$ cat src/rtl/ps2_pkg.sv
// ps2_pkg: shared definitions for the PS/2 keyboard receiver.
//   dec_state_t         - scan-code prefix decoder states
//   PS2_EXT / PS2_BRK   - Set-2 extended and break prefix bytes
//   KC_*                - HID usage codes produced for the mapped keys
package ps2_pkg;

    typedef enum logic [1:0] {
        IDLE,
        EXT,
        BREAK,
        EXT_BREAK
    } dec_state_t;

    localparam logic [7:0] PS2_EXT = 8'hE0;
    localparam logic [7:0] PS2_BRK = 8'hF0;

    localparam logic [7:0] KC_ENTER = 8'h28;
    localparam logic [7:0] KC_SPACE = 8'h2C;
    localparam logic [7:0] KC_3     = 8'h20;
    localparam logic [7:0] KC_Z     = 8'h1D;
    localparam logic [7:0] KC_X     = 8'h1B;
    localparam logic [7:0] KC_W     = 8'h1A;
    localparam logic [7:0] KC_A     = 8'h04;
    localparam logic [7:0] KC_S     = 8'h16;
    localparam logic [7:0] KC_D     = 8'h07;
    localparam logic [7:0] KC_ESC   = 8'h29;
    localparam logic [7:0] KC_UP    = 8'h52;
    localparam logic [7:0] KC_DOWN  = 8'h51;
    localparam logic [7:0] KC_LEFT  = 8'h50;
    localparam logic [7:0] KC_RIGHT = 8'h4F;

endpackage

$ cat src/rtl/ps2_scan_to_hid.sv
// ps2_scan_to_hid: combinational Set-2 scan code to HID keycode lookup.
//   ext   in  1  scan code was preceded by the E0 prefix
//   scan  in  8  Set-2 scan code byte
//   hid   out 8  HID code, 8'h00 for any key the game does not use
module ps2_scan_to_hid
    import ps2_pkg::*;
(
    input  logic       ext,
    input  logic [7:0] scan,
    output logic [7:0] hid
);

    always_comb begin
        // NOTE: default first so every path assigns hid and no latch is inferred.
        hid = 8'h00;
        unique case ({ext, scan})
            9'h05A:  hid = KC_ENTER;
            9'h029:  hid = KC_SPACE;
            9'h026:  hid = KC_3;
            9'h01A:  hid = KC_Z;
            9'h022:  hid = KC_X;
            9'h01D:  hid = KC_W;
            9'h01C:  hid = KC_A;
            9'h01B:  hid = KC_S;
            9'h023:  hid = KC_D;
            9'h076:  hid = KC_ESC;
            9'h175:  hid = KC_UP;
            9'h172:  hid = KC_DOWN;
            9'h16B:  hid = KC_LEFT;
            9'h174:  hid = KC_RIGHT;
            default: hid = 8'h00;
        endcase
    end

endmodule

$ cat src/rtl/ps2_keycode.sv
// ps2_keycode: receive-only PS/2 keyboard front end producing a held-key HID code.
//   TIMEOUT_CYCLES  idle Clk cycles after a PS/2 falling edge before a partial frame is dropped
//   Clk        in  1  system clock, rising edge
//   Reset_n    in  1  asynchronous active-low reset
//   PS2_CLK    in  1  raw keyboard clock (asynchronous, idle high)
//   PS2_DATA   in  1  raw keyboard data  (asynchronous, idle high)
//   keycode    out 8  HID code of the held mapped key, 8'h00 when none
//   key_valid  out 1  one-cycle pulse when keycode changes
//   frame_err  out 1  one-cycle pulse on bad start/parity/stop bit or timeout
module ps2_keycode
    import ps2_pkg::*;
#(
    parameter int TIMEOUT_CYCLES = 50000
) (
    input  logic       Clk,
    input  logic       Reset_n,
    input  logic       PS2_CLK,
    input  logic       PS2_DATA,
    output logic [7:0] keycode,
    output logic       key_valid,
    output logic       frame_err
);

    localparam int               TO_W    = $clog2(TIMEOUT_CYCLES + 1);
    localparam logic [TO_W-1:0]  TO_LAST = TO_W'(TIMEOUT_CYCLES - 1);

    // Synchronizers, edge detect and sampled data bit.
    logic clk_s1, clk_s2, clk_prev;
    logic data_s1, data_s2;
    logic strobe, data_bit;

    // NOTE: sequential state uses non-blocking assignments so every flop samples pre-edge values.
    always_ff @(posedge Clk or negedge Reset_n) begin
        if (!Reset_n) begin
            clk_s1   <= 1'b1;
            clk_s2   <= 1'b1;
            clk_prev <= 1'b1;
            data_s1  <= 1'b1;
            data_s2  <= 1'b1;
            strobe   <= 1'b0;
            data_bit <= 1'b1;
        end else begin
            clk_s1   <= PS2_CLK;
            clk_s2   <= clk_s1;
            clk_prev <= clk_s2;
            data_s1  <= PS2_DATA;
            data_s2  <= data_s1;
            strobe   <= clk_prev & ~clk_s2;
            data_bit <= data_s2;
        end
    end

    // Framing.
    logic [3:0]      bit_cnt;
    logic [7:0]      data_bits;
    logic [TO_W-1:0] to_cnt;
    logic            discard;   // parity already failed; swallow the stop bit silently

    logic err_start, err_par, err_stop, timeout, byte_ok, err_any;

    always_comb begin
        err_start = strobe && (bit_cnt == 4'd0) && data_bit;
        err_par   = strobe && (bit_cnt == 4'd9) && !(^{data_bits, data_bit});
        err_stop  = strobe && (bit_cnt == 4'd10) && !data_bit && !discard;
        byte_ok   = strobe && (bit_cnt == 4'd10) &&  data_bit && !discard;
        // A strobe in the same cycle clears the counter, so it wins over the timeout.
        timeout   = !strobe && (bit_cnt != 4'd0) && (to_cnt == TO_LAST);
        err_any   = err_start || err_par || err_stop || timeout;
    end

    always_ff @(posedge Clk or negedge Reset_n) begin
        if (!Reset_n) begin
            bit_cnt   <= 4'd0;
            data_bits <= 8'h00;
            to_cnt    <= '0;
            discard   <= 1'b0;
        end else if (strobe) begin
            to_cnt <= '0;
            if (bit_cnt == 4'd10) begin
                bit_cnt <= 4'd0;
                discard <= 1'b0;
            end else if (!err_start) begin
                bit_cnt <= bit_cnt + 4'd1;
            end
            if (bit_cnt >= 4'd1 && bit_cnt <= 4'd8)
                data_bits <= {data_bit, data_bits[7:1]};   // LSB arrives first
            if (err_par)
                discard <= 1'b1;
        end else if (timeout) begin
            bit_cnt <= 4'd0;
            to_cnt  <= '0;
            discard <= 1'b0;
        end else if (bit_cnt != 4'd0) begin
            to_cnt <= to_cnt + TO_W'(1);
        end else begin
            to_cnt <= '0;
        end
    end

    // Prefix decoder.
    dec_state_t state, state_next;
    logic [7:0] keycode_next;
    logic       key_valid_next;
    logic       ext;
    logic [7:0] hid;

    assign ext = (state == EXT) || (state == EXT_BREAK);

    ps2_scan_to_hid u_map (
        .ext  (ext),
        .scan (data_bits),
        .hid  (hid)
    );

    always_comb begin
        state_next     = state;
        keycode_next   = keycode;
        key_valid_next = 1'b0;
        if (err_any) begin
            state_next = IDLE;
        end else if (byte_ok) begin
            unique case (state)
                IDLE, EXT: begin
                    if (state == IDLE && data_bits == PS2_EXT) begin
                        state_next = EXT;
                    end else if (data_bits == PS2_BRK) begin
                        state_next = (state == IDLE) ? BREAK : EXT_BREAK;
                    end else begin
                        state_next = IDLE;
                        if (hid != 8'h00 && hid != keycode) begin
                            keycode_next   = hid;
                            key_valid_next = 1'b1;
                        end
                    end
                end
                BREAK, EXT_BREAK: begin
                    state_next = IDLE;
                    // Releasing a key other than the held one leaves keycode alone.
                    if (hid != 8'h00 && hid == keycode) begin
                        keycode_next   = 8'h00;
                        key_valid_next = 1'b1;
                    end
                end
                default: state_next = IDLE;
            endcase
        end
    end

    always_ff @(posedge Clk or negedge Reset_n) begin
        if (!Reset_n) begin
            state     <= IDLE;
            keycode   <= 8'h00;
            key_valid <= 1'b0;
            frame_err <= 1'b0;
        end else begin
            state     <= state_next;
            keycode   <= keycode_next;
            key_valid <= key_valid_next;
            frame_err <= err_any;
        end
    end

endmodule

$ cat config.mk
export PLATFORM = sky130hd
export DESIGN_NAME = ps2_keycode
export DESIGN_NICKNAME = d
export VERILOG_FILES = /design/src/rtl/ps2_pkg.sv /design/src/rtl/ps2_scan_to_hid.sv /design/src/rtl/ps2_keycode.sv
export SDC_FILE = /design/constraint.sdc
export NUM_CORES = 1
export LEC_CHECK = 0
export CAP_MARGIN = 20
export CORE_MARGIN = 2
export CORE_UTILIZATION = 42
export CTS_BUF_LIST = sky130_fd_sc_hd__clkbuf_4 sky130_fd_sc_hd__clkbuf_8
export DETAILED_ROUTE_END_ITERATION = 8
export SYNTH_ARGS = -nofsm -noshare
export SYNTH_HDL_FRONTEND = slang
export SYNTH_SLANG_ARGS = --single-unit
$ cat constraint.sdc
create_clock -name Clk -period 3.15 [get_ports Clk]
set_input_delay 0.7875 -clock Clk [delete_from_list [all_inputs] [get_ports Clk]]
set_output_delay 0.7875 -clock Clk [all_outputs]
set_load 0.1 [all_outputs]
==> out/metrics.csv, run 1 <==
metric;value;unit
syn_area;0.00288;mm^2
fin_crit_sh;93.6;%
track_usage;17.6;%
clock_latency;0.30;ns
top_layer;met4;
syn_avg_cell_area;9.04;um^2
rsz0062_at_grt;no;
ir_worst_vdd;0.302;mV
first_global_vias;2172;
final_net_count;336;
clock_path_buffers;2;
via_per_inst;5.59;
hold_violations;0;
skew;0.00504;ns
crit_path_start_kind;flip-flop;
grt_max_degree;44;
synth_enable_flop_cells;0;
crit_buf_inv;1;
max_stage_delay;0.59;ns
die_h;86.8;um
area_growth;10.6;%
cts.htree.levels;2;
synth_top_area_share;35.6;%
critPathTopFamily;simple AND/OR/NAND/NOR gates;
synth_commonest_cells;dfrtp_1, nor2_1, nand2_1, xnor2_1, nand3_1;
synth_seq_cells;47;
place_congestion;0.945;
wl_met1;2.92;mm
cellPowerDensity;674;mW/mm^2
antenna_left;0;
numCtsBuffers;5;
grt_pass1_wl;10.5;mm
outcome;complete, no violations;
ios;14;
yosysWarnings;0;
slowest_stage;or3b_2;
cp_max_fo;14;
tns;0;ns
row_count;30;
io_buffers;12;
synth.distinct_cells;60;
dr_total_vias;2303;
dieArea;0.00754;mm^2
synth-async-reset-ratio;100;%
routed_wl;6.07;mm
synthFlopType;dfrtp_1;
hold_class;flip-flop to flip-flop;
fin_crit;2.95;ns
critPathKind;flip-flop to flip-flop;
syn-num-nets;324;
worst_pin_slew;0.599;ns
avgRoutedWirePerCell;14.7;um
route.met3.wl;175;um
cts_tree;built;
dr_wl_met2;2.89;mm
fmax;339;MHz
synth_area_leaders;dfrtp_1, xnor2_1, dfstp_2;
clock-sinks;47;
start_util;42.9;%
grt_overflow;0;
worst_setup_path_end_kind;flip-flop;
slew_viol_final;0;
first_pass_iters;4;
setup_violations;0;
antenna_found_initial;0;
drcViolationCount;0;
synth.most_common_cell;dfrtp_1;
drive_above_1_share;17.2;%
required;3.34;ns
path_cells;or3b_2 > a211oi_1 > a211oi_1 > xnor2_1 > a211o_1 > or4_1 > buf_4 > o311ai_1;
power_leakage;1.30;nW
maxCapViolations;0;
cts-root-buf;clkbuf_8;
nFillCells;629;
fp.dieW;86.8;um
dpl.hpwl;4.15;mm
crit_arrival;3.14;ns
fp.coreArea;0.00672;mm^2
yosysSeqAreaShare;41.1;%
antennaDiodeCount;0;
yosys.area.top_type;dfrtp_1;
fin_cells;412;
drt_iter0_markers;114;
clk_pin_slew;0.09;ns
cp_common_cell;a211oi_1;
maxSlewHeadroom;60.0;%
syn-instance-count;319;
dp.cells;403;
==> per-layer routing <==
layer  GRT usage [%]  vias to the layer above
met1            23.7                     1099
li1                -                     1152
met5               0                        -
met3            3.14                        7
met2            29.0                       45
met4            5.40                        0
==> per-stage QoR <==
stage / hold slack [ns] / utilization [%] / area, um^2 / total power, mW / setup slack, ns
after floorplan: 0.345 / - / 2880 / 1.54 / 0.312
after global placement: 0.346 / 45.5 / 3050 / 1.72 / 0.224
after detailed placement: 0.348 / 45.5 / 3050 / 1.73 / 0.174
after CTS: 0.362 / 47.0 / 3160 / 2.15 / 0.172
after global routing: 0.367 / 47.4 / 3190 / 2.32 / 0.0175
final: 0.364 / 47.4 / 3190 / 2.15 / 0.200
==> power by group <==
group          internal, mW  switching [mW]  leakage (nW)
clock network         0.200           0.205        0.0505
registers             0.695           0.225         0.616
logic                 0.396           0.428         0.637
==> worst paths after layout <==
kind                              start    endpoint  slack [ns]  cells after the start
hold reg to reg                 data_s1     data_s2        0.36                      0
hold / removal                  data_s1     data_s2        0.36                      0
max in group asynchronous       Reset_n    clk_prev        2.06                      3
min in group asynchronous       Reset_n  keycode[5]        0.40                      1
setup reg to reg           data_bits[3]  keycode[2]        0.20                      8
setup / recovery           data_bits[3]  keycode[2]        0.20                      8
==> logic make-up (layout without fill, tap and decap cells) <==
logic type / Yosys count / after routing / share of synthesized area (%)
and+or+nand+nor: 152 / 152 / 29.2
AOI/OAI and AO/OA: 49 / 49 / 11.8
DFF: 47 / 47 / 41.1
buffers and inverters: 32 / 45 / 5.43
xor gates and xnor gates: 29 / 29 / 8.81
muxes: 8 / 8 / 3.13
adders and majority gates: 1 / 1 / 0.434
other: 1 / 1 / 0.130
==> cell type report <==
cell class	instances	area (um^2)	area share, %
well taps	80	100	3.14
multi-input cells	240	1550	48.6
repair buffers	25	203	6.36
flip-flops and latches	47	1190	37.2
inverters	12	45.0	1.41
clock buffers	7	96.3	3.02
clock inverters	1	7.51	0.235
==> state kept, by name (all words and copies together), names as in the netlist, 2 cells and up <==
name	flops
to_cnt	16
data_bits	8
keycode	7
bit_cnt	4
state	2
==> what timing repair did <==
action / in CTS / in global routing
buffers inserted: 0 / 0
hold buffers: 0 / 0
setup endpoints to repair: 0 / 4
gates resized for setup: 0 / 3
==> layout by cell type, fill, tap and decap left out, drive strengths merged, types with 5 or more instances in the layout <==
master   n
a21oi    5
and3     7
buf     23
clkbuf   7
dfrtp   41
dfstp    6
inv     12
mux2     8
nand2   29
nand3   17
nand4    7
nor2    36
nor2b    7
nor3     9
o21ai   17
o311ai   6
xnor2   19
xor2    10
No activity file was read; power rests on OpenSTA's default activity.
==> inputs of run 2 (changes only) <==
CORE_MARGIN = 3   (was 2)
CTS_CLUSTER_DIAMETER = 40   (was default)
clock period = 3.4 ns   (was 3.15 ns; I/O delays follow)
==> out/metrics.csv, run 2 (synthesized netlist as in run 1, its figures left out) <==
metric;value;unit;change
outcome;complete, no violations;;
reg2reg_to;keycode[5];;
first_global_vias;2249;;+3.5%
hold_start;data_s1;;
power_leakage;1.27;nW;-2.5%
antenna_left;0;;unchanged
place_congestion;0.860;;-8.9%
ctsHoldBuffers;0;;unchanged
first_pass_iters;4;;unchanged
final_common_cell;dfrtp_1;;
max_stage_delay;0.75;ns;+0.16 ns
routed_wl;6.21;mm;+2.3%
path_cells;or3b_2 > a21o_1 > a21oi_1 > xnor2_1 > o21ai_0 > or4_1 > or3_1 > nand3_1;;
post-route-util;48.0;%;+0.54 points
largest_reg_flops;16;;unchanged
postCtsSetupBuffers;0;;unchanged
grt_overflow;0;;unchanged
largest-register;to_cnt;;
dp_slack;0.210;ns;+0.0358 ns
slew_viol_final;0;;unchanged
antennaDiodeCount;0;;unchanged
dieArea;0.00789;mm^2;+4.7%
start_util;44.4;%;+1.5 points
ios;14;;unchanged
reg2reg_depth;8;;unchanged
hold_class;flip-flop to flip-flop;;
die_h;88.8;um;+2.3%
crit_arrival;3.49;ns;+0.35 ns
clock_latency;0.31;ns;about the same
cp_max_fo;16;;+2
worst_pin_slew;0.584;ns;-0.0151 ns
antenna_found_initial;0;;unchanged
placed_cell_area;0.00301;mm^2;-1.6%
clock-sinks;47;;unchanged
top_regs;to_cnt x16, data_bits x8, keycode x7;;
fin_cells;403;;-2.2%
fp.coreArea;0.00649;mm^2;-3.3%
final_net_count;330;;-1.8%
ir_worst_vdd;0.305;mV;+1.1%
cts.htree.levels;2;;unchanged
hold_depth;0;;unchanged
min_to;data_s2;;
layout_common_cells;dfrtp_1, nor2_1, nand2_1;;
area_growth;8.12;%;
track_usage;17.4;%;-0.27 points
critPathKind;flip-flop to flip-flop;;
clock_path_buffers;2;;unchanged
critPathTopFamily;simple AND/OR/NAND/NOR gates;;
drive_above_1_share;14.7;%;-2.4 points
postLayoutCellArea;0.00312;mm^2;-2.2%
cts_tree;built;;
clk_pin_slew;0.10;ns;about the same
io_buffers;12;;unchanged
slowest_stage;or4_1;;
reg2reg_setup_slack;0.16;ns;-0.04 ns
drcViolationCount;0;;unchanged
dpl.hpwl;4.23;mm;+1.9%
rsz0062_at_grt;no;;
grt_max_degree;48;;+9.1%
crit_path_start_kind;flip-flop;;
cellPowerDensity;618;mW/mm^2;-8.3%
drt_iter0_markers;162;;+42%
required;3.65;ns;+0.31 ns
maxCapViolations;0;;unchanged
maxSlewHeadroom;61.0;%;+1.0 points
avgRoutedWirePerCell;15.4;um;+4.6%
fin_crit_sh;95.3;%;+1.6 points
cts_resized;0;;unchanged
setup_violations;0;;unchanged
total_power;1.93;mW;-10%
fin_crit;3.24;ns;+0.289 ns
r2r-start;data_bits[1];;
timing.final.ws_setup;0.161;ns;-0.0391 ns
dr_total_vias;2317;;+0.61%
fp.dieW;88.8;um;+2.3%
skew;0.0108;ns;+0.00576 ns
via_per_inst;5.75;;+2.9%
cts-root-buf;clkbuf_8;;
cp.depth;8;;unchanged
row_count;29;;-3.3%
worst_setup_path_end_kind;flip-flop;;
crit_buf_inv;0;;-1
fmax;309;MHz;-8.9%
numCtsBuffers;5;;unchanged
grt_pass1_wl;10.9;mm;+3.7%
dp.cells;394;;-2.2%
tns;0;ns;unchanged
hold_violations;0;;unchanged
fin_hold_ws;0.360;ns;-0.00385 ns
run 2: changes by cell type in the layout (fill, tap and decap cells not counted), moves of 2 or more:
| cell | change |
|---|---|
| buf_4 | -6 |
| dfrtp_1 | +2 |
| dfrtp_2 | -2 |
| clkbuf_8 | -2 |
run 2: layout make-up:
cell class	instances	area [um^2]
clock buffers	5	68.8
clock inverters	3	22.5
repair buffers	19	158
fillers	621	3380
flip-flops and latches	47	1180
multi-input cells	240	1540
well taps	77	96.3
inverters	12	45.0
run 2: routing by layer:
layer / vias to the layer above / part of all wire (%) / GRT usage, %
met3: 4 / 4.2 / 3.17
met4: 0 / 0.61 / 4.95
met2: 46 / 45 / 25.8
met1: 1128 / 50 / 25.8
met5: - / 0 / 0
li1: 1139 / - / -
run 2: worst max path at each step:
stage | start | endpoint | slack [ns]
floorplan | keycode[5] | keycode[5] | 0.56
global placement | data_bits[1] | keycode[5] | 0.22
detailed placement | data_bits[1] | keycode[5] | 0.21
CTS | data_bits[1] | keycode[5] | 0.19
global route | data_bits[1] | keycode[5] | 0.003
finish | data_bits[1] | keycode[5] | 0.16
run 2: power breakdown:
part | internal, mW | switching (mW) | leakage [nW]
registers | 0.642 | 0.212 | 0.619
clock network | 0.148 | 0.200 | 0.0485
logic | 0.343 | 0.382 | 0.603
